[config.mk]
export PLATFORM = sky130hd
export DESIGN_NAME = cordic_phase_sequencer
export DESIGN_NICKNAME = d
export VERILOG_FILES = /design/src/rtl/cordic_phase_sequencer.sv
export SDC_FILE = /design/constraint.sdc
export NUM_CORES = 1
export LEC_CHECK = 0
export CORE_AREA = 3 3 75 77
export CTS_BUF_LIST = sky130_fd_sc_hd__clkbuf_4
export CTS_CLUSTER_SIZE = 14
export DETAILED_ROUTE_END_ITERATION = 12
export DIE_AREA = 0 0 78 80
export GPL_ROUTABILITY_DRIVEN = 0
export HOLD_SLACK_MARGIN = 0.15
export MAX_ROUTING_LAYER = met4
export PLACE_DENSITY_LB_ADDON = 0.15
export SYNTH_ARGS = -nofsm -noshare
export SYNTH_HDL_FRONTEND = slang
export SYNTH_SLANG_ARGS = --single-unit
[constraint.sdc]
create_clock -name clk_i -period 5.5 [get_ports clk_i]
set_clock_uncertainty 0.15 [all_clocks]
set_input_delay 1.1 -clock clk_i [delete_from_list [all_inputs] [get_ports clk_i]]
set_output_delay 1.1 -clock clk_i [all_outputs]
set_load 0.01 [all_outputs]
[src/rtl/cordic_phase_sequencer.sv]
// cordic_phase_sequencer: phase accumulator, quadrant fold and angle scaling ahead of an iterative CORDIC,
// plus result sign-correction and a timeout guard on the CORDIC handshake.
module cordic_phase_sequencer #(
    parameter int TIMEOUT = 32
) (
    input  logic       clk_i,
    input  logic       rst_i,
    input  logic       enable_i,
    input  logic       tick_i,
    input  logic [7:0] ftw_i,
    input  logic       clear_flags_i,
    output logic [7:0] cordic_z_o,
    output logic       cordic_strobe_o,
    input  logic [7:0] cordic_x_i,
    input  logic       cordic_done_i,
    output logic [7:0] sample_o,
    output logic       sample_valid_o,
    output logic       busy_o,
    output logic       overrun_o,
    output logic       timeout_o
);
    localparam int TW = $clog2(TIMEOUT + 1);

    typedef enum logic [1:0] {IDLE, ISSUE, WAIT, OUTPUT} state_t;

    state_t        state, state_nxt;
    logic [7:0]    phase;
    logic          neg;
    logic [TW-1:0] timer;
    logic          fold, accept, expire;
    logic [7:0]    folded, mag, ang, z_new, x_neg;

    // Phases in 64..191 lie outside +-pi/2; reflect about pi/2 and negate the result.
    assign fold   = phase[7] ^ phase[6];
    assign folded = fold ? 8'd128 - phase : phase;
    assign mag    = folded[7] ? -folded : folded;
    assign ang    = mag + (mag >> 1) + (mag >> 4) + (mag >> 7);
    assign z_new  = folded[7] ? -ang : ang;
    assign x_neg  = (cordic_x_i == 8'h80) ? 8'h7f : -cordic_x_i;

    assign accept = (state == IDLE) && tick_i && enable_i;
    assign expire = (state == WAIT) && !cordic_done_i && (timer == TW'(TIMEOUT - 1));

    always_ff @(posedge clk_i) begin
        if (rst_i) begin
            state      <= IDLE;
            phase      <= '0;
            neg        <= 1'b0;
            timer      <= '0;
            cordic_z_o <= '0;
            sample_o   <= '0;
            overrun_o  <= 1'b0;
            timeout_o  <= 1'b0;
        end else begin
            state <= state_nxt;
            if (accept) begin
                phase      <= phase + ftw_i;
                cordic_z_o <= z_new;
                neg        <= fold;
            end
            if (state == ISSUE)
                timer <= '0;
            else if (state == WAIT)
                timer <= timer + 1'b1;
            if (state == WAIT && cordic_done_i)
                sample_o <= neg ? x_neg : cordic_x_i;
            overrun_o <= (tick_i && enable_i && state != IDLE) || (overrun_o && !clear_flags_i);
            timeout_o <= expire || (timeout_o && !clear_flags_i);
        end
    end

    always_comb begin
        state_nxt = state;
        case (state)
            IDLE:    state_nxt = accept ? ISSUE : IDLE;
            ISSUE:   state_nxt = WAIT;
            WAIT:    state_nxt = cordic_done_i ? OUTPUT : (expire ? IDLE : WAIT);
            default: state_nxt = IDLE;
        endcase
    end

    always_comb begin
        cordic_strobe_o = (state == ISSUE);
        sample_valid_o  = (state == OUTPUT);
        busy_o          = (state != IDLE);
    end
endmodule

# Yosys cells after proc, flatten, opt, wreduce, memory -nomap -nowiden
# Index checks and enable logic that the tools add are counted.
# word_totals
regBits,35
input_bits,22
# classes
n_addsub,9
eq_ne,5
muxes,9
bitwise_logic,1
n_reduce_logical,16
# op_table
cell,n
$mux W8,5
$neg A8 Y8,3
$logic_and A1 B1 Y1,9
$add A8 B1 Y8,1
$add A8 B4 Y8,1
$add A8 B7 Y8,1
$add A8 B8 Y8,1
$eq A8 B8 Y1 const B,1
$sub A8 B8 Y8 const A,1
$add A6 B1 Y6 const B,1
$eq A6 B5 Y1 const B,1
$pmux W2 S3,1
$eq A2 B2 Y1 const B,2
$mux W2,2
$eq A2 B1 Y1 const B,1
$logic_not A1 Y1,2
$logic_not A2 Y1,1
$logic_or A1 B1 Y1,2
$reduce_bool A2 Y1,1
$reduce_or A2 Y1,1
$mux W1,1
$xor A1 B1 Y1,1

# Depth between registers and ports, before layout
# Gate-level depths: netlist (run 1).
# logic_depth
word_depth,9
ltp_mapped,18
depth_no_buf,18

# Worst setup path after synthesis (run 1)
# Ideal clock, no wire load.
# synth_path
kind,flip-flop to flip-flop
from,register phase[1]
to,register cordic_z_o[7]
setup_ns,0.132
t_arrival_ns,3.842
path_slack_ns,1.376
stages_incl_launch_ff,16
n_path_buf,0
path_cell_list,dfxtp_1 inv_1 ha_1 nor2b_1 a211oi_1 a41oi_1 xnor2_1 fa_1 inv_1 fa_1 nand2b_1 a2111oi_1 a211oi_1 a41oi_1 and4_1 nor4_2
# synth_between
elab_chain_cells,9
# synth_lines
element,line_no,source
start: declaration,27,logic [7:0] phase;
start signal: assignment,57,phase <= phase + ftw_i;
$sub A8 B8 Y8,35,assign folded = fold ? 8'd128 - phase : phase;
$mux W8 (*),35,
$neg A8 Y8,36,assign mag = folded[7] ? -folded : folded;
$mux W8,36,
$add A8 B7 Y8,37,assign ang = mag + (mag >> 1) + (mag >> 4) + (mag >> 7);
$add A8 B4 Y8,37,
$add A8 B1 Y8,37,
$neg A8 Y8,38,assign z_new = folded[7] ? -ang : ang;
$mux W8 (*),38,
end signal: assignment,58,cordic_z_o <= z_new;
end: declaration,12,"output logic [7:0] cordic_z_o,"
# Every way passes the cells marked *; elsewhere a longest branch is shown, timed or not.
# A chain may end at the register's enable or synchronous reset.

# Final worst setup path (run 1)
# Same ends and word-level chain as after synthesis.

==> summary by stage, run 1 <==
CTS
In this run, post-CTS hold repair placed 0 buffers. After clock tree synthesis, the repair step resized 0 gates. The TritonCTS clock tree is built. In this run the clock root is driven by a sky130_fd_sc_hd__clkbuf_4. The number of clock buffers added by TritonCTS is 5. The CTS clock-pin slew for the worst setup and hold paths is 130 ps. The buffer depth of the longest clock path is 2. Counting every sink on the clock net gives 35. The maximum level of the CTS H-tree is 2. The number of setup buffers added after CTS is 0.

The later-pin clock latency in the skew report is 350 ps.

Logic synthesis
Among all flip-flop cells after synthesis, the most frequent one is sky130_fd_sc_hd__dfxtp_1. The largest total area in the synthesized netlist belongs to sky130_fd_sc_hd__dfxtp_1. In this run, distinct cell masters in the synthesized netlist total 60. The area share of the largest cell type after synthesis is 25.4%. Of the synthesized area, sequential elements account for 25.4%.

The number of synthesized flops with an enable pin is 0. In this run the cell area of the synthesized design comes to 0.00276 mm^2. The synthesis-stage register bit count is 35. For this run, asynchronously set or reset flops after synthesis account for 0%. Ranked by total cell area, the synthesized netlist is headed by sky130_fd_sc_hd__dfxtp_1 (25%), sky130_fd_sc_hd__ha_1 (10%), sky130_fd_sc_hd__nor2_1 (5.2%). The synthesized area per cell is 8.39 um^2.

During synthesis, Yosys emitted a total of 0 warnings. The gate count of the mapped netlist is 329.

Worst setup path
The top fanout value on the critical path is 8. The number of cells on the worst reg-to-reg path is 15. Setup slack on the worst reg-to-reg path comes out at 880 ps. The launch instance of the worst register-to-register path is phase[1]. The worst-path cell with the longest stage delay is sky130_fd_sc_hd__fa_1.

The number of buffers and inverters on the critical path is 2. The longest individual stage delay on the worst path is 610 ps. At the worst endpoint, the required time is 5620 ps. The critical path is of the reg -> reg type.

The largest delay contributor family on the critical path is adder cells. The worst setup path is captured at a flip-flop. The reg-to-reg critical path endpoint is cordic_z_o[7].

The kind of start point of the critical path is a flip-flop. The signal on the critical path passes through inv_1, ha_1, nor2b_1, a211oi_1, a41oi_1, xnor2_1, fa_1, inv_1, fa_1, nand2b_1, a21o_1, a211oi_1, a41oi_1, and4_1, nor4_2. Data arrives at the worst endpoint at 4730 ps.

Layout
In the layout the commonest cells are sky130_fd_sc_hd__clkdlybuf4s50_1 (42), sky130_fd_sc_hd__nor2_1 (38), sky130_fd_sc_hd__dfxtp_1 (35). Cells with a size suffix above 1 make up 7.34% of the layout. Compared with the post-synthesis result, the final layout area differs by 19.1%. In the final design database the tool counted 417 nets. For this run, the number of standard cells in the final layout without fillers is 438. Leaving out fill and tap cells, the most frequent cell in the layout is sky130_fd_sc_hd__clkdlybuf4s50_1. The number of fill cells is 468. The repair_antennas step left the layout with diodes totalling 0.

Die
The die height is 80 um. The number of placement rows is 26. The die covers 0.00624 mm^2.

The starting density of the core is 54.4%. The die boundary width is 78 um. The total I/O pin count is 43. The area of the core is 0.00507 mm^2.

STA
For the pin with the worst max-slew slack, the measured transition is 787 ps. The maximum clock frequency is 217 MHz. The number of max-slew violations in the final report is 0.

The time the final worst path needs with I/O delays and setup is 4620 ps. The setup-violating endpoint count in the final report is 0. Measured against its own limit, the worst slew margin works out to 47.5%. Setup total negative slack on the finished layout was measured at 0 ps. The worst path meets setup with 883 ps of slack. The count of final hold-check violations came to 0.

The final critical-path share of the clock period is 83.9%. Setup repair after global routing left no endpoint under its margin.

Outcome
The flow ran to the end, and the final reports show no timing, DRC or antenna violations.

Hold path
The type of the tightest min-delay check is reg -> reg. The end point of the worst hold path is cordic_z_o[1]. The startpoint of the most critical hold path is cordic_z_o[1]. The worst hold path was traced through 2 stages.

Drt
The first TritonRoute pass finished after 5 iterations. After detailed routing, the average wire length per cell comes to 13.1 um. The detailed-route via count is 2363.

The routed wire length is 5.72 mm. The average via count per standard cell is 5.39. The number of violations reported at the end of detailed-routing iteration 0 is 112. The final antenna-violating net count is 0. The number of design rule violations left after detail routing is 0.

Power
The analysis attributes to cell leakage a power of 1.23 nW. The power density over the cells is 257 mW/mm^2. The worst-case IR drop observed on VDD is 157 uV.

Place
The port buffer count is 42. The detailed-placement wirelength estimate is 4.37 mm. OpenSTA, run right after detailed placement, puts the worst setup slack at 906 ps. Once placement completed, the tool counted placed cells totaling 430.

GRT
The total congestion overflow is 0. The number of global-route vias before repair came to 2199. The overall global routing resource usage is 19.8%. The pin count of the biggest net entering global routing is 38. The first global-routing pass estimated 9.79 mm of wire. The number of antenna violations at the first check in global routing came to 0.

Flow run
The tool flagged a number of max-cap violations equal to 0.
[registers in the layout, indices dropped and copies added, names as in the netlist]
| register | cells |
|---|---|
| cordic_z_o | 8 |
| neg | 1 |
| overrun_o | 1 |
| phase | 8 |
| sample_o | 8 |
| state | 2 |
| timeout_o | 1 |
| timer | 6 |
[worst register-to-register path, stage by stage (launching register included)]
cell and delay, ps:
sky130_fd_sc_hd__dfxtp_1 540, sky130_fd_sc_hd__inv_1 170, sky130_fd_sc_hd__ha_1 360, sky130_fd_sc_hd__nor2b_1 150, sky130_fd_sc_hd__a211oi_1 320, sky130_fd_sc_hd__a41oi_1 180, sky130_fd_sc_hd__xnor2_1 240, sky130_fd_sc_hd__fa_1 610
sky130_fd_sc_hd__inv_1 70, sky130_fd_sc_hd__fa_1 440, sky130_fd_sc_hd__nand2b_1 190, sky130_fd_sc_hd__a21o_1 170, sky130_fd_sc_hd__a211oi_1 320, sky130_fd_sc_hd__a41oi_1 200, sky130_fd_sc_hd__and4_1 240, sky130_fd_sc_hd__nor4_2 200
[kinds of logic after synthesis]
logic type,share of synthesized area [%]
flip-flops,25.4
other,0.272
adder cells (fa/ha/maj),14.3
multiplexers,2.18
AND/OR/NAND/NOR,20.6
XOR/XNOR,9.56
AO/OA/AOI/OAI,22.1
buffers and inverters,5.58
[routing by layer]
layer	global-route usage, %	vias up	wire (um)
li1	-	1232	-
met1	25.7	1083	2750
met2	32.4	44	2700
met3	4.63	4	236
met4	2.62	0	32
met5	-	-	0
[final cells by class]
type	instances	area [um^2]	area share, %
sequential	35	701	21.3
tap	70	87.6	2.66
inverter	22	82.6	2.51
multi-input combinational	260	1910	58.1
timing repair buffer	43	428	13.0
clock buffer	5	37.5	1.14
clock inverter	3	42.5	1.29
[worst max-delay path by stage]
stage,start,end,slack [ps],depth (start not counted)
global route,phase[1],cordic_z_o[7],500,15
CTS,phase[1],cordic_z_o[7],860,15
finish,phase[1],cordic_z_o[7],880,15
detailed placement,phase[1],cordic_z_o[7],910,15
floorplan,phase[1],cordic_z_o[7],1380,15
global placement,phase[1],cordic_z_o[7],1110,15
[stage by stage]
stage,total power [mW],hold WS (ps),util [%],area [um^2]
2_1_floorplan,0.565,313,-,2760
3_3_place_gp,0.652,290,63.2,3210
3_5_place_dp,0.656,299,63.2,3210
4_1_cts,0.854,317,64.8,3290
5_1_grt,0.912,327,64.8,3290
6_report,0.846,316,64.8,3290
[Yosys cell counts, types with 2 or more instances]
| library cell | count |
|---|---|
| sky130_fd_sc_hd__a211oi_1 | 14 |
| sky130_fd_sc_hd__a211oi_2 | 3 |
| sky130_fd_sc_hd__a21o_1 | 2 |
| sky130_fd_sc_hd__a21oi_1 | 24 |
| sky130_fd_sc_hd__a22oi_1 | 2 |
| sky130_fd_sc_hd__a31oi_1 | 3 |
| sky130_fd_sc_hd__a41oi_1 | 2 |
| sky130_fd_sc_hd__and2_1 | 2 |
| sky130_fd_sc_hd__buf_2 | 3 |
| sky130_fd_sc_hd__buf_6 | 2 |
| sky130_fd_sc_hd__clkbuf_1 | 7 |
| sky130_fd_sc_hd__conb_1 | 2 |
| sky130_fd_sc_hd__dfxtp_1 | 35 |
| sky130_fd_sc_hd__fa_1 | 6 |
| sky130_fd_sc_hd__ha_1 | 22 |
| sky130_fd_sc_hd__inv_1 | 22 |
| sky130_fd_sc_hd__mux2i_1 | 6 |
| sky130_fd_sc_hd__nand2_1 | 27 |
| sky130_fd_sc_hd__nand2b_1 | 5 |
| sky130_fd_sc_hd__nand3_1 | 8 |
| sky130_fd_sc_hd__nand3b_1 | 4 |
| sky130_fd_sc_hd__nand4_1 | 2 |
| sky130_fd_sc_hd__nor2_1 | 38 |
| sky130_fd_sc_hd__nor2b_1 | 5 |
| sky130_fd_sc_hd__nor3_1 | 5 |
| sky130_fd_sc_hd__o211ai_1 | 4 |
| sky130_fd_sc_hd__o21a_1 | 4 |
| sky130_fd_sc_hd__o21ai_0 | 5 |
| sky130_fd_sc_hd__o21ai_1 | 2 |
| sky130_fd_sc_hd__o21bai_1 | 2 |
| sky130_fd_sc_hd__o31ai_1 | 2 |
| sky130_fd_sc_hd__or2_2 | 5 |
| sky130_fd_sc_hd__or3_1 | 2 |
| sky130_fd_sc_hd__xnor2_1 | 16 |
| sky130_fd_sc_hd__xor2_1 | 11 |
[report_power, final]
part	internal [mW]	switching [mW]
clock network	0.0959	0.0974
registers	0.269	0.0176
logic	0.165	0.201
total	0.530	0.316
No activity file was read; power rests on OpenSTA's default activity.
==> run 2: changes to the inputs <==
==> constraint.sdc (replaced) <==
create_clock -name clk_i -period 4.5 [get_ports clk_i]
set_clock_uncertainty 0.15 [all_clocks]
set_input_delay 0.9 -clock clk_i [delete_from_list [all_inputs] [get_ports clk_i]]
set_output_delay 0.9 -clock clk_i [all_outputs]
set_load 0.01 [all_outputs]
==> run 2 against run 1 <==
Sequential share of layout area fell by 0.34 points. Cell count increased by 1.4%. Via count increased by 3.0%. Setup slack got worse by 610 ps. Sequential power increased by 21%. Routed wire length increased by 6.6%. Flip-flop and latch count is the same. Critical path depth unchanged. Total power up 26%. Core utilization up 1.3 points. Hold slack is essentially flat. Clock power up 23%. Critical path type unchanged. Largest power group unchanged.
==> summary by stage, run 2 (synthesized netlist as in run 1, its figures left out) <==
Power
The post-route total power is 1.06 mW (was 0.846 mW). The worst vdd rail ir drop is 197 uV (was 157 uV). The clock share of power is 22.4% (was 22.9%). The leakage power total is 1.26 nW (was 1.23 nW).

The power density over the cells was 317 mW/mm^2 (was 257 mW/mm^2). The net switching share of the total power is 38.2% (was 37.4%). The power share of the combinational group was 44.9% (was 43.3%).

The power share of the sequential group is 32.7% (was 33.9%). The switching power came to 0.406 mW (was 0.316 mW). The internal portion of total power is 0.657 mW (was 0.530 mW).

Layout
The fraction of final layout cells sized beyond drive strength 1 is 10.2% (was 7.34%). The area growth from synthesis to final layout is 21.5% (was 19.1%). Largest registers: cordic_z_o x8, phase x8, sample_o x8 (unchanged). The antenna diode instance count was 0 (unchanged). The most common library cell in the layout ignoring fill and taps is sky130_fd_sc_hd__clkdlybuf4s50_1 (unchanged). Commonest cells after routing, fill and taps aside: sky130_fd_sc_hd__clkdlybuf4s50_1 (42), sky130_fd_sc_hd__nor2_1 (38), sky130_fd_sc_hd__dfxtp_1 (33) (was sky130_fd_sc_hd__clkdlybuf4s50_1 (42), sky130_fd_sc_hd__nor2_1 (38), sky130_fd_sc_hd__dfxtp_1 (35)). The end-of-flow core utilization is 66.1% (was 64.8%). The net total in the final layout is 423 (was 417). The number of standard cells in the layout, taps in and fillers out is 444 (was 438).

CTS
The TritonCTS clock tree is built (unchanged). The number of buffers created by CTS was 5 (unchanged). The buffer cell driving the clock tree root was sky130_fd_sc_hd__clkbuf_4 (unchanged). The post-cts hold buffer count is 0 (unchanged). The buffer depth of the longest clock path is 2 (unchanged). The clock sink total is 35 (unchanged).

The CTS clock-pin slew for the worst setup and hold paths came to 130 ps (about the same). The maximum level of the CTS H-tree is 2 (unchanged). The number of setup buffers added after CTS is 0 (unchanged). The later-pin clock latency in the skew report is 350 ps (about the same).

Drt
The number of violations reported at the end of detailed-routing iteration 0 was 108 (was 112). The routed wire length came to 6.10 mm (was 5.72 mm). The routed length per instance is 13.7 um (was 13.1 um). The number of design rule violations left after detail routing is 0 (unchanged). The average via count per standard cell came to 5.48 (was 5.39). The final antenna-violating net count is 0 (unchanged). The iteration count of the initial detailed-routing pass is 4 (was 5). The detailed-route via count is 2433 (was 2363).

Die
The die boundary width came to 78 um (unchanged). The starting density of the core was 54.4% (unchanged). The die height is 80 um (unchanged). The area of the core is 0.00507 mm^2 (unchanged).

The full die area is 0.00624 mm^2 (unchanged). The total I/O pin count is 43 (unchanged). The number of placement rows is 26 (unchanged).

Flow run
The number of maximum-capacitance violations is 0 (unchanged).

STA
The time the final worst path needs with I/O delays and setup is 4220 ps (was 4620 ps). The relative slew slack came to 48.2% (was 47.5%). The total negative setup slack is 0 ps (unchanged). The final critical-path share of the clock period is 93.8% (was 83.9%).

The maximum clock frequency came to 237 MHz (was 217 MHz). The setup-violating endpoint count in the final report was 0 (unchanged). RSZ-0062 raised after global routing: no (unchanged). The number of max-slew violations in the final report is 0 (unchanged). The slew at the pin with the worst max-slew slack came to 777 ps (was 787 ps).

The count of final hold-check violations is 0 (unchanged).

Worst setup path
The start point of the critical path is phase[1] (unchanged). The reg-to-reg critical path endpoint is cordic_z_o[5] (was cordic_z_o[7]). The launch instance of the worst register-to-register path is phase[1] (unchanged). The reg2reg setup slack was 280 ps (was 880 ps). The top fanout value on the critical path came to 4 (was 8). The number of cells on the worst reg-to-reg path is 15 (unchanged).

The capture point of the critical path was cordic_z_o[5] (was cordic_z_o[7]). List of cells traversed by the critical path: inv_1, ha_1, nor2b_1, a211oi_1, a41oi_1, xnor2_1, fa_1, inv_1, fa_1, nand2b_1, a21oi_1, xnor2_1, a21oi_1, or3_1, a31oi_1 (was inv_1, ha_1, nor2b_1, a211oi_1, a41oi_1, xnor2_1, fa_1, inv_1, fa_1, nand2b_1, a21o_1, a211oi_1, a41oi_1, and4_1, nor4_2). The kind of start point of the critical path was a flip-flop (unchanged). The endpoint class of the critical path is a flip-flop (unchanged). The worst endpoint required time is 4610 ps (was 5620 ps). The data arrival time of the critical path was 4340 ps (was 4730 ps). The category of the critical setup timing path is reg -> reg (unchanged).

The longest individual stage delay on the worst path was 590 ps (was 610 ps). The worst-path cell with the longest stage delay was sky130_fd_sc_hd__fa_1 (unchanged).

Place
The detailed-placement wirelength estimate is 4.69 mm (was 4.37 mm). The port buffer count is 42 (unchanged). The number of placed instances, taps included is 436 (was 430).

GRT
The number of global-route vias before repair came to 2291 (was 2199). The global-route wire length before repair was 10.3 mm (was 9.79 mm). The overall global routing resource usage is 20.9% (was 19.8%). The number of antenna violations at the first check in global routing is 0 (unchanged). The pin count of the biggest net entering global routing is 22 (was 38). The total congestion overflow is 0 (unchanged).

Hold path
The type of the tightest min-delay check is reg -> reg (unchanged).

Outcome
Result of the run: finished, final reports clean (unchanged).
[run 2: what timing repair did]
item                                    4_1_cts  5_1_grt
endpoints found under the setup margin        0        3
endpoints found under the hold margin         0        0
resized for setup                             0        5
[run 2: power by group through the flow]
stage	clock [mW]	sequential (mW)	combinational (mW)
6_report	0.238	0.347	0.477
3_5_place_dp	0	0.354	0.462
5_1_grt	0.259	0.350	0.529
4_1_cts	0.245	0.347	0.468
2_1_floorplan	0	0.354	0.337
3_3_place_gp	0	0.354	0.452
[run 2: layout make-up]
class / count / area (um^2)
Timing Repair Buffer: 49 / 473
Multi-Input combinational cell: 260 / 1930
Tap cell: 70 / 87.6
Fill cell: 474 / 1720
Sequential cell: 35 / 703
Clock inverter: 3 / 42.5
Inverter: 22 / 82.6
Clock buffer: 5 / 37.5
[run 2: metrics by stage]
step	setup WS, ps	hold WS (ps)	cell area, um^2
2_1_floorplan	376	313	2760
3_3_place_gp	376	294	3250
3_5_place_dp	227	300	3250
4_1_cts	196	317	3330
6_report	278	315	3350
5_1_grt	15.9	343	3350
[run 2: worst max-delay path, delay by kind of cell, from the launching register on]
kind	cells	cell delay (ps)
adders and majority gates	3	1410
AOI/OAI and AO/OA	5	950
and+or+nand+nor	3	680
xor gates and xnor gates	2	450
DFF	1	350
buffers and inverters	2	150
[run 2: worst min path at each step]
stage,start,end,depth (start not counted)
after floorplan,timer[5],timer[5],2
after global placement,cordic_z_o[0],cordic_z_o[0],2
after detailed placement,sample_o[6],sample_o[6],2
after CTS,sample_o[6],sample_o[6],2
after global routing,cordic_z_o[0],cordic_z_o[0],2
final,cordic_z_o[1],cordic_z_o[1],2
[run 2: layer usage]
layer	global-route usage [%]	part of all wire, %	up-vias
met1	25.4	46	1133
met2	34.9	49	42
met3	5.76	4.2	8
met5	-	0	-
li1	-	-	1250
met4	4.55	0.79	0
==> run 3: changes to the inputs <==
--- a/config.mk
+++ b/config.mk
@@ -6,14 +6,15 @@
 export NUM_CORES = 1
 export LEC_CHECK = 0
 export CORE_AREA = 3 3 75 77
-export CTS_BUF_LIST = sky130_fd_sc_hd__clkbuf_4
 export CTS_CLUSTER_SIZE = 14
 export DETAILED_ROUTE_END_ITERATION = 12
 export DIE_AREA = 0 0 78 80
+export DONT_BUFFER_PORTS = 1
 export GPL_ROUTABILITY_DRIVEN = 0
 export HOLD_SLACK_MARGIN = 0.15
 export MAX_ROUTING_LAYER = met4
 export PLACE_DENSITY_LB_ADDON = 0.15
+export SETUP_SLACK_MARGIN = 0.2
 export SYNTH_ARGS = -nofsm -noshare
 export SYNTH_HDL_FRONTEND = slang
 export SYNTH_SLANG_ARGS = --single-unit
==> run 3 against run 2 <==
Cell count shrank 8.1%. Core utilization shrank 5.6 points. Sequential power grew 2%. Register-to-register slack gained 150 ps. First-iteration DRC count shrank 21%. Total power shrank 2.2%. Hold slack gained 36 ps. Routed wire length shrank 2.5%. Global-route usage shrank 0.58 points. Fmax grew 3.8%. Sequential share of layout area grew 1.9 points. Largest cell class unchanged.
==> summary by stage, run 3 (synthesized netlist as in run 1, its figures left out) <==
Power
The clock share of power is 23.6% (was 22.4%). The switching power is 0.410 mW (was 0.406 mW). The net switching share of the total power is 39.5% (was 38.2%).

The power density over the cells is 338 mW/mm^2 (was 317 mW/mm^2). The worst vdd rail ir drop is 218 uV (was 197 uV). The power share of the sequential group came to 34.0% (was 32.7%). The leakage power total is 1.17 nW (was 1.26 nW). The power share of the combinational group is 42.4% (was 44.9%). The post-route total power is 1.04 mW (was 1.06 mW). The internal portion of total power is 0.628 mW (was 0.657 mW).

Layout
The end-of-flow core utilization is 60.5% (was 66.1%). The number of fill cells is 465 (was 474). The cell area after layout is 0.00307 mm^2 (was 0.00335 mm^2). The fraction of final layout cells sized beyond drive strength 1 is 15.7% (was 10.2%). The area growth from synthesis to final layout came to 11.2% (was 21.5%). Commonest cells after routing, fill and taps aside: sky130_fd_sc_hd__nor2_1 (38), sky130_fd_sc_hd__dfxtp_1 (33), sky130_fd_sc_hd__nand2_1 (27) (was sky130_fd_sc_hd__clkdlybuf4s50_1 (42), sky130_fd_sc_hd__nor2_1 (38), sky130_fd_sc_hd__dfxtp_1 (33)). The area used by multi-input combinational logic is 0.00199 mm^2 (was 0.00193 mm^2).

The antenna diode instance count came to 0 (unchanged). Largest registers: cordic_z_o x8, phase x8, sample_o x8 (unchanged). The number of standard cells in the layout, taps in and fillers out is 408 (was 444). The sequential cell area in the final layout is 703 um^2 (unchanged).

The net total in the final layout is 387 (was 423). The most common library cell in the layout ignoring fill and taps is sky130_fd_sc_hd__nor2_1 (was sky130_fd_sc_hd__clkdlybuf4s50_1).

Die
The die height is 80 um (unchanged). The area of the core is 0.00507 mm^2 (unchanged). The number of placement rows is 26 (unchanged). The starting density of the core is 54.4% (unchanged).

The full die area is 0.00624 mm^2 (unchanged). The total I/O pin count is 43 (unchanged). The die boundary width came to 78 um (unchanged).

Worst setup path
The reg2reg setup slack was 430 ps (was 280 ps). The endpoint class of the critical path is a flip-flop (unchanged). The launch instance of the worst register-to-register path is phase[2] (was phase[1]). The worst endpoint required time is 4560 ps (was 4610 ps). The reg-to-reg critical path endpoint is cordic_z_o[7] (was cordic_z_o[5]). The top fanout value on the critical path is 6 (was 4). The number of cells on the worst reg-to-reg path came to 15 (unchanged). The data arrival time of the critical path came to 4130 ps (was 4340 ps). The category of the critical setup timing path is reg -> reg (unchanged). The kind of start point of the critical path is a flip-flop (unchanged).

Drt
The average via count per standard cell is 5.67 (was 5.48). The iteration count of the initial detailed-routing pass is 4 (unchanged). The routed length per instance is 14.6 um (was 13.7 um).

The final antenna-violating net count is 0 (unchanged). The detailed-route via count came to 2315 (was 2433). The number of design rule violations left after detail routing is 0 (unchanged). The routed wire length came to 5.94 mm (was 6.10 mm). The number of violations reported at the end of detailed-routing iteration 0 came to 85 (was 108).

Place
The number of placed instances, taps included is 395 (was 436). The port buffer count is 0 (was 42). The pre-CTS setup slack is 327 ps (was 227 ps). The detailed-placement wirelength estimate is 4.41 mm (was 4.69 mm). The total cell area at the placement stage is 0.00284 mm^2 (was 0.00325 mm^2).

Hold path
The type of the tightest min-delay check was reg -> reg (unchanged). The end point of the worst hold path was phase[5] (was cordic_z_o[1]). The startpoint of the most critical hold path is phase[5] (was cordic_z_o[1]). The cell count of the worst hold path is 2 (unchanged).

CTS
The number of buffers created by CTS was 5 (unchanged). The clock sink total is 35 (unchanged). The buffer cell driving the clock tree root is sky130_fd_sc_hd__clkbuf_8 (was sky130_fd_sc_hd__clkbuf_4). The post-cts hold buffer count came to 0 (unchanged). The maximum level of the CTS H-tree is 2 (unchanged). The buffer depth of the longest clock path is 2 (unchanged). The TritonCTS clock tree is built (unchanged). The later-pin clock latency in the skew report was 300 ps (was 350 ps). The CTS clock-pin slew for the worst setup and hold paths is 80 ps (was 130 ps).

GRT
The pin count of the biggest net entering global routing came to 38 (was 22). The global-route wire length before repair is 10.1 mm (was 10.3 mm). The overall global routing resource usage is 20.4% (was 20.9%). The total congestion overflow is 0 (unchanged). The number of antenna violations at the first check in global routing is 0 (unchanged).

The number of global-route vias before repair came to 2257 (was 2291).

Outcome
Result of the run: finished, final reports clean (unchanged).

STA
The final critical-path share of the clock period was 90.4% (was 93.8%). The maximum clock frequency is 246 MHz (was 237 MHz). RSZ-0062 raised after global routing: no (unchanged). The final worst setup slack is 431 ps (was 278 ps). The count of final hold-check violations came to 0 (unchanged).

The total negative setup slack is 0 ps (unchanged). The setup-violating endpoint count in the final report is 0 (unchanged). The time the final worst path needs with I/O delays and setup was 4070 ps (was 4220 ps).

The slew at the pin with the worst max-slew slack is 824 ps (was 777 ps). The relative slew slack was 45.1% (was 48.2%). The worst hold-check slack is 352 ps (was 315 ps).

The number of max-slew violations in the final report was 0 (unchanged).

Flow run
The number of maximum-capacitance violations is 0 (unchanged).
==> run 3: cell types whose count changed in the layout (fill, tap and decap cells not counted), sizes merged <==
cell | previous run | this run
clkinv | 1 | 0
clkinvlp | 0 | 2
bufinv | 1 | 0
clkdlybuf4s50 | 42 | 0
buf | 7 | 13
==> run 3: final cells by class <==
cell class / instances / share of cell area (%)
Sequential cell: 35 / 22.9
Inverter: 22 / 2.69
Multi-Input combinational cell: 260 / 64.9
Clock buffer: 5 / 2.24
Tap cell: 70 / 2.85
Timing Repair Buffer: 13 / 3.59
Clock inverter: 3 / 0.775
==> run 3: how the worst max path moves through the flow <==
stage	start	end	slack [ps]	cells after the start
finish	phase[2]	cordic_z_o[7]	430	15
global placement	phase[1]	cordic_z_o[7]	390	15
floorplan	phase[1]	cordic_z_o[7]	380	15
detailed placement	phase[1]	cordic_z_o[7]	330	15
CTS	phase[1]	cordic_z_o[7]	310	15
global route	phase[0]	cordic_z_o[7]	170	15
==> run 3: per-layer routing <==
layer	part of all wire, %	track usage (%)	vias up	wire length, um
li1	-	-	1172	-
met1	46	23.9	1088	2710
met2	48	34.0	46	2830
met3	4.9	5.19	9	292
met4	1.8	6.99	0	108
met5	0	-	-	0
==> run 3: power groups by stage <==
stage          sequential, mW  clock, mW  combinational (mW)
2_1_floorplan           0.354          0               0.337
3_3_place_gp            0.359          0               0.395
3_5_place_dp            0.360          0               0.400
4_1_cts                 0.353      0.251               0.404
5_1_grt                 0.356      0.266               0.496
6_report                0.353      0.245               0.440
==> run 3: critical path, cell delays in order (launching register included) <==
cell	delay, ps
sky130_fd_sc_hd__dfxtp_2	370
sky130_fd_sc_hd__nor3_2	220
sky130_fd_sc_hd__nand2b_1	140
sky130_fd_sc_hd__o41ai_4	390
sky130_fd_sc_hd__buf_4	180
sky130_fd_sc_hd__a41oi_2	40
sky130_fd_sc_hd__xnor2_2	200
sky130_fd_sc_hd__fa_1	590
sky130_fd_sc_hd__inv_1	70
sky130_fd_sc_hd__fa_1	450
sky130_fd_sc_hd__nand2b_4	180
sky130_fd_sc_hd__a21o_1	170
sky130_fd_sc_hd__a211oi_2	270
sky130_fd_sc_hd__a41oi_1	170
sky130_fd_sc_hd__and4_1	220
sky130_fd_sc_hd__nor4_2	180
==> run 3: repair_timing <==
| action | 4_1_cts | 5_1_grt |
|---|---|---|
| gates resized for setup | 0 | 14 |
| buffers inserted | 0 | 5 |
| setup endpoints to repair | 0 | 3 |
==> RTL change 1: new RTL, flow settings as in run 1 <==
Re-encode `state_t` (4 states) as one-hot, 4 bits wide.
--- a/src/rtl/cordic_phase_sequencer.sv
+++ b/src/rtl/cordic_phase_sequencer.sv
@@ -23,3 +23,3 @@
 
-    typedef enum logic [1:0] {IDLE, ISSUE, WAIT, OUTPUT} state_t;
+    typedef enum logic [3:0] {IDLE = 4'b0001, ISSUE = 4'b0010, WAIT = 4'b0100, OUTPUT = 4'b1000} state_t;
 
Function: no difference found for any inputs over 10 cycles, from zero or initial values and one cycle with rst_i high; not proved beyond that.
==> RTL change 1 against run 1 <==
- power shrank 12%
- combinational power down 14%
- cell area decreased by 1.1%
- non-clock buffer count up 3
- wire length is the same
- via count rose by 0.76%
- sequential power up 2%
- critical path depth is 1 lower
- sequential cell count rose by 2
- cell count increased by 1.1%
- synthesized area is 1.9% lower
- critical endpoint unchanged
- highest routed layer unchanged
- worst setup slack better by 0.17 ns
- synthesized cell count rose by 1.2%
==> RTL change 1: results (changes against run 1) <==
stage,metric,value,unit,change
status,status,"complete, no violations",,unchanged
cells_and_area,fin_cells,443,,was 438
placement,dp_slack,1.08,ns,was 0.906 ns
setup_path,crit_path_max_incr_delay,0.50,ns,was 0.61 ns
placement,placed_area,3200,µm²,was 3210 µm²
sta,holdWs,0.316,ns,about the same
synth,synth_commonest_cells,"nor2_1, dfxtp_1, nand2_1",,unchanged
setup_path,cp_top_family,XOR/XNOR gates,,was adder cells
power_and_ir_drop,ir_worst_vdd,0.125,mV,was 0.157 mV
placement,hpwl,4510,µm,was 4370 µm
drt,vias,2381,,was 2363
drt,drtPass1Iterations,4,,was 5
drt,drt_iter0_drc,95,,was 112
global_route,grt_usage,0.196,,was 0.198
sta,layout_setup_ws,1.05,ns,was 0.883 ns
setup_path,cp_max_fo,7,,was 8
cells_and_area,drive_above_1_share,0.0536,,was 0.0734
cells_and_area,nets,423,,was 417
synth,seq_area_frac_synth,0.274,,was 0.254
setup_path,crit_arrival,4.56,ns,was 4.73 ns
sta,relSlewSlack,0.448,,was 0.475
drt,routedWlPerCell,12.9,µm,was 13.1 µm
synth,synth_cell_types,50,,was 60
setup_path,crit_slowest_cell,xnor2_1,,was fa_1
synth,synth.area.top_cells,"dfxtp_1, ha_1, xnor2_1",,"was dfxtp_1, ha_1, nor2_1"
cts,cts.clk_slew.worst_paths,0.11,ns,was 0.13 ns
synth,synth_area_per_cell,8.13,µm²,was 8.39 µm²
global_route,grt_pass1_wl,9630,µm,was 9790 µm
[RTL change 1: changes by cell type after synthesis, moves of 3 or more]
cell             run 1  this run
a31oi_1              3         6
a211oi_2             3         0
nand3_1              8         5
xor2_1              11        15
o21ai_0              5         9
xnor2_1             16        20
clkbuf_1             7        12
a21oi_1             24        21
nor3_1               5         8
[RTL change 1: layer usage]
metal  share of wire  global-route usage
met2            0.50               0.343
met3           0.038              0.0395
met5               0                   -
met1            0.45               0.232
met4          0.0061              0.0472
[RTL change 1: path summary, 6_finish.rpt]
check / depth (start not counted) / endpoint / startpoint
setup / recovery: 14 / cordic_z_o[7]$_SDFFE_PP0P_ / phase[6]$_SDFFE_PP0P_
hold / removal: 2 / sample_o[6]$_SDFFE_PP0P_ / sample_o[6]$_SDFFE_PP0P_
setup reg to reg: 14 / cordic_z_o[7]$_SDFFE_PP0P_ / phase[6]$_SDFFE_PP0P_
hold reg to reg: 2 / sample_o[6]$_SDFFE_PP0P_ / sample_o[6]$_SDFFE_PP0P_
[RTL change 1: kinds of logic after synthesis]
kind of cell | after synthesis | synth area share
compound gates | 76 | 0.186
xor+xnor | 35 | 0.113
fa+ha+maj | 28 | 0.146
buf+inv | 35 | 0.0494
flops | 37 | 0.274
mux | 6 | 0.0222
other cells | 2 | 0.00277
simple gates | 114 | 0.207
[RTL change 1: area by class of cell]
class	count	area (µm²)
Timing Repair Buffer	46	450
Sequential cell	37	741
Tap cell	70	87.6
Multi-Input combinational cell	262	1840
Fill cell	479	1820
Inverter	21	78.8
Clock inverter	2	11.3
Clock buffer	5	37.5
[RTL change 1: power breakdown]
group / internal, mW / switching, mW / total [mW]
Combinational: 0.144 / 0.171 / 0.315
Clock: 0.0460 / 0.0916 / 0.138
Sequential: 0.279 / 0.0130 / 0.292
==> RTL change 2: new RTL, flow settings as in run 1 <==
Made on the original files. Set the parameter `TIMEOUT` to 16 (it was 32).
--- a/src/rtl/cordic_phase_sequencer.sv
+++ b/src/rtl/cordic_phase_sequencer.sv
@@ -3,3 +3,3 @@
 module cordic_phase_sequencer #(
-    parameter int TIMEOUT = 32
+    parameter int TIMEOUT = 16
 ) (
Function: same outputs for any inputs over 10 cycles, from zero or initial values and one cycle with rst_i high; that may be too few to reach the edited logic, so the function may still have changed.
==> RTL change 2 against run 1 <==
- power fell by 5.9%
- sequential cell count shrank 1
- synthesized cell count grew 4.3%
- wire length is 7.0% higher
- synthesized area is 1.8% lower
- cell area shrank 1.8%
- hold slack got worse by 0.0042 ns
- utilization fell by 1.2 points
- worst setup slack gained 0.14 ns
- highest routed layer unchanged
==> RTL change 2: results (changes against run 1) <==
stage,metric,value,unit,change
cells_and_area,antennaDiodeCount,0,,unchanged
sta,relSlewSlack,0.348,,was 0.475
power_and_ir_drop,power.static_leakage,1.22,nW,was 1.23 nW
placement,io_buffers,42,,unchanged
cts,clock_latency,0.34,ns,
power_and_ir_drop,ir_worst_vdd,0.195,mV,was 0.157 mV
drt,vias,2482,,was 2363
cells_and_area,drive_above_1_share,0.0602,,was 0.0734
synth,synth_top_cell_by_area,dfxtp_1,,unchanged
cts,cts_setup_buffers,0,,unchanged
cts,cts_root_buffer,clkbuf_4,,unchanged
cts,cts_hold_buffers,0,,unchanged
global_route,grt_usage,0.213,,was 0.198
status,status,"complete, no violations",,unchanged
min_path,min_path_type,flip-flop to flip-flop,,unchanged
synth,synth_commonest_cells,"nor2_1, dfxtp_1, nand2_1",,unchanged
drt,routedWlPerCell,13.5,µm,was 13.1 µm
global_route,grt_max_degree,36,,was 38
sta,hold_violations,0,,unchanged
synth,synth_cell_types,53,,was 60
global_route,grt_pass1_wl,10500,µm,was 9790 µm
cells_and_area,nets,432,,was 417
synth,seq_area_frac_synth,0.251,,was 0.254
cts,clockBufferDepth,2,,unchanged
setup_path,crit_arrival,4.58,ns,was 4.73 ns
placement,hpwl,4600,µm,was 4370 µm
synth,synth.area.top_cells,"dfxtp_1, ha_1, nor2_1",,unchanged
global_route,grt_pass1_vias,2319,,was 2199
cts,htreeDepth,2,,unchanged
setup_path,cp_max_fo,9,,was 8
drt,drt_iter0_drc,118,,was 112
cts,cts_made_buffers,5,,unchanged
==> RTL change 2: cell count changes after synthesis, moves of 3 or more <==
cell	before	now
a211oi_2	3	0
a21oi_1	24	27
clkbuf_1	7	10
mux2i_1	6	3
nor2_1	38	47
o21ai_0	5	8
or3_1	2	5
==> RTL change 2: final timing paths <==
check	from	to	slack (ns)	depth (start not counted)
max	phase[0]$_SDFFE_PP0P_	cordic_z_o[7]$_SDFFE_PP0P_	1.03	15
min	cordic_z_o[1]$_SDFFE_PP0P_	cordic_z_o[1]$_SDFFE_PP0P_	0.31	2
max reg2reg	phase[0]$_SDFFE_PP0P_	cordic_z_o[7]$_SDFFE_PP0P_	1.03	15
min reg2reg	cordic_z_o[1]$_SDFFE_PP0P_	cordic_z_o[1]$_SDFFE_PP0P_	0.31	2
==> RTL change 2: cell type report <==
type	instances	area, µm²
inverter	21	78.8
tap	70	87.6
clock buffer	5	37.5
fill	459	1850
sequential	34	681
multi-input combinational	275	1890
timing repair buffer	44	435
clock inverter	3	16.3
==> RTL change 2: per-layer routing <==
layer	global-route usage	up-vias	wire, µm
li1	-	1278	-
met1	0.285	1141	3010
met2	0.333	57	2770
met3	0.0361	6	280
met4	0.0594	0	59
met5	-	-	0
==> RTL change 2: critical path, cell delays in order, from the launching register on <==
cell and delay, ns:
dfxtp_1 0.54, inv_1 0.13, ha_1 0.25, a21oi_1 0.17
xnor2_1 0.29, a31oi_1 0.18, xnor2_1 0.23, fa_1 0.57
inv_1 0.07, fa_1 0.45, nand2b_1 0.21, a21o_1 0.17
a211oi_1 0.33, a41oi_1 0.21, and4_1 0.24, nor4_1 0.20
==> RTL change 2: report_power, final <==
group          total [mW]  switching [mW]  internal [mW]
Clock               0.139          0.0915         0.0475
Sequential          0.279          0.0175          0.262
Combinational       0.377           0.208          0.170
==> RTL change 2: cell families (layout without fill, tap and decap cells) <==
logic type	after synthesis	count (layout)	synth area share
simple gates	129	129	0.234
compound gates	82	82	0.201
buf+inv	35	73	0.0526
flops	34	34	0.251
fa+ha+maj	29	29	0.150
xor+xnor	28	28	0.0932
mux	4	4	0.0152
other cells	2	3	0.00277
==> RTL change 2: per-stage QoR <==
stage,instance area [µm²],hold WS (ns),power [mW],std cells,setup slack (ns)
finish,3230,0.311,0.796,452,1.03
global route,3230,0.343,0.866,452,0.654
CTS,3230,0.312,0.798,452,1.01
detailed placement,3170,0.297,0.656,444,1.05
global placement,3170,0.289,0.650,444,1.16
floorplan,2720,0.305,0.560,344,1.52
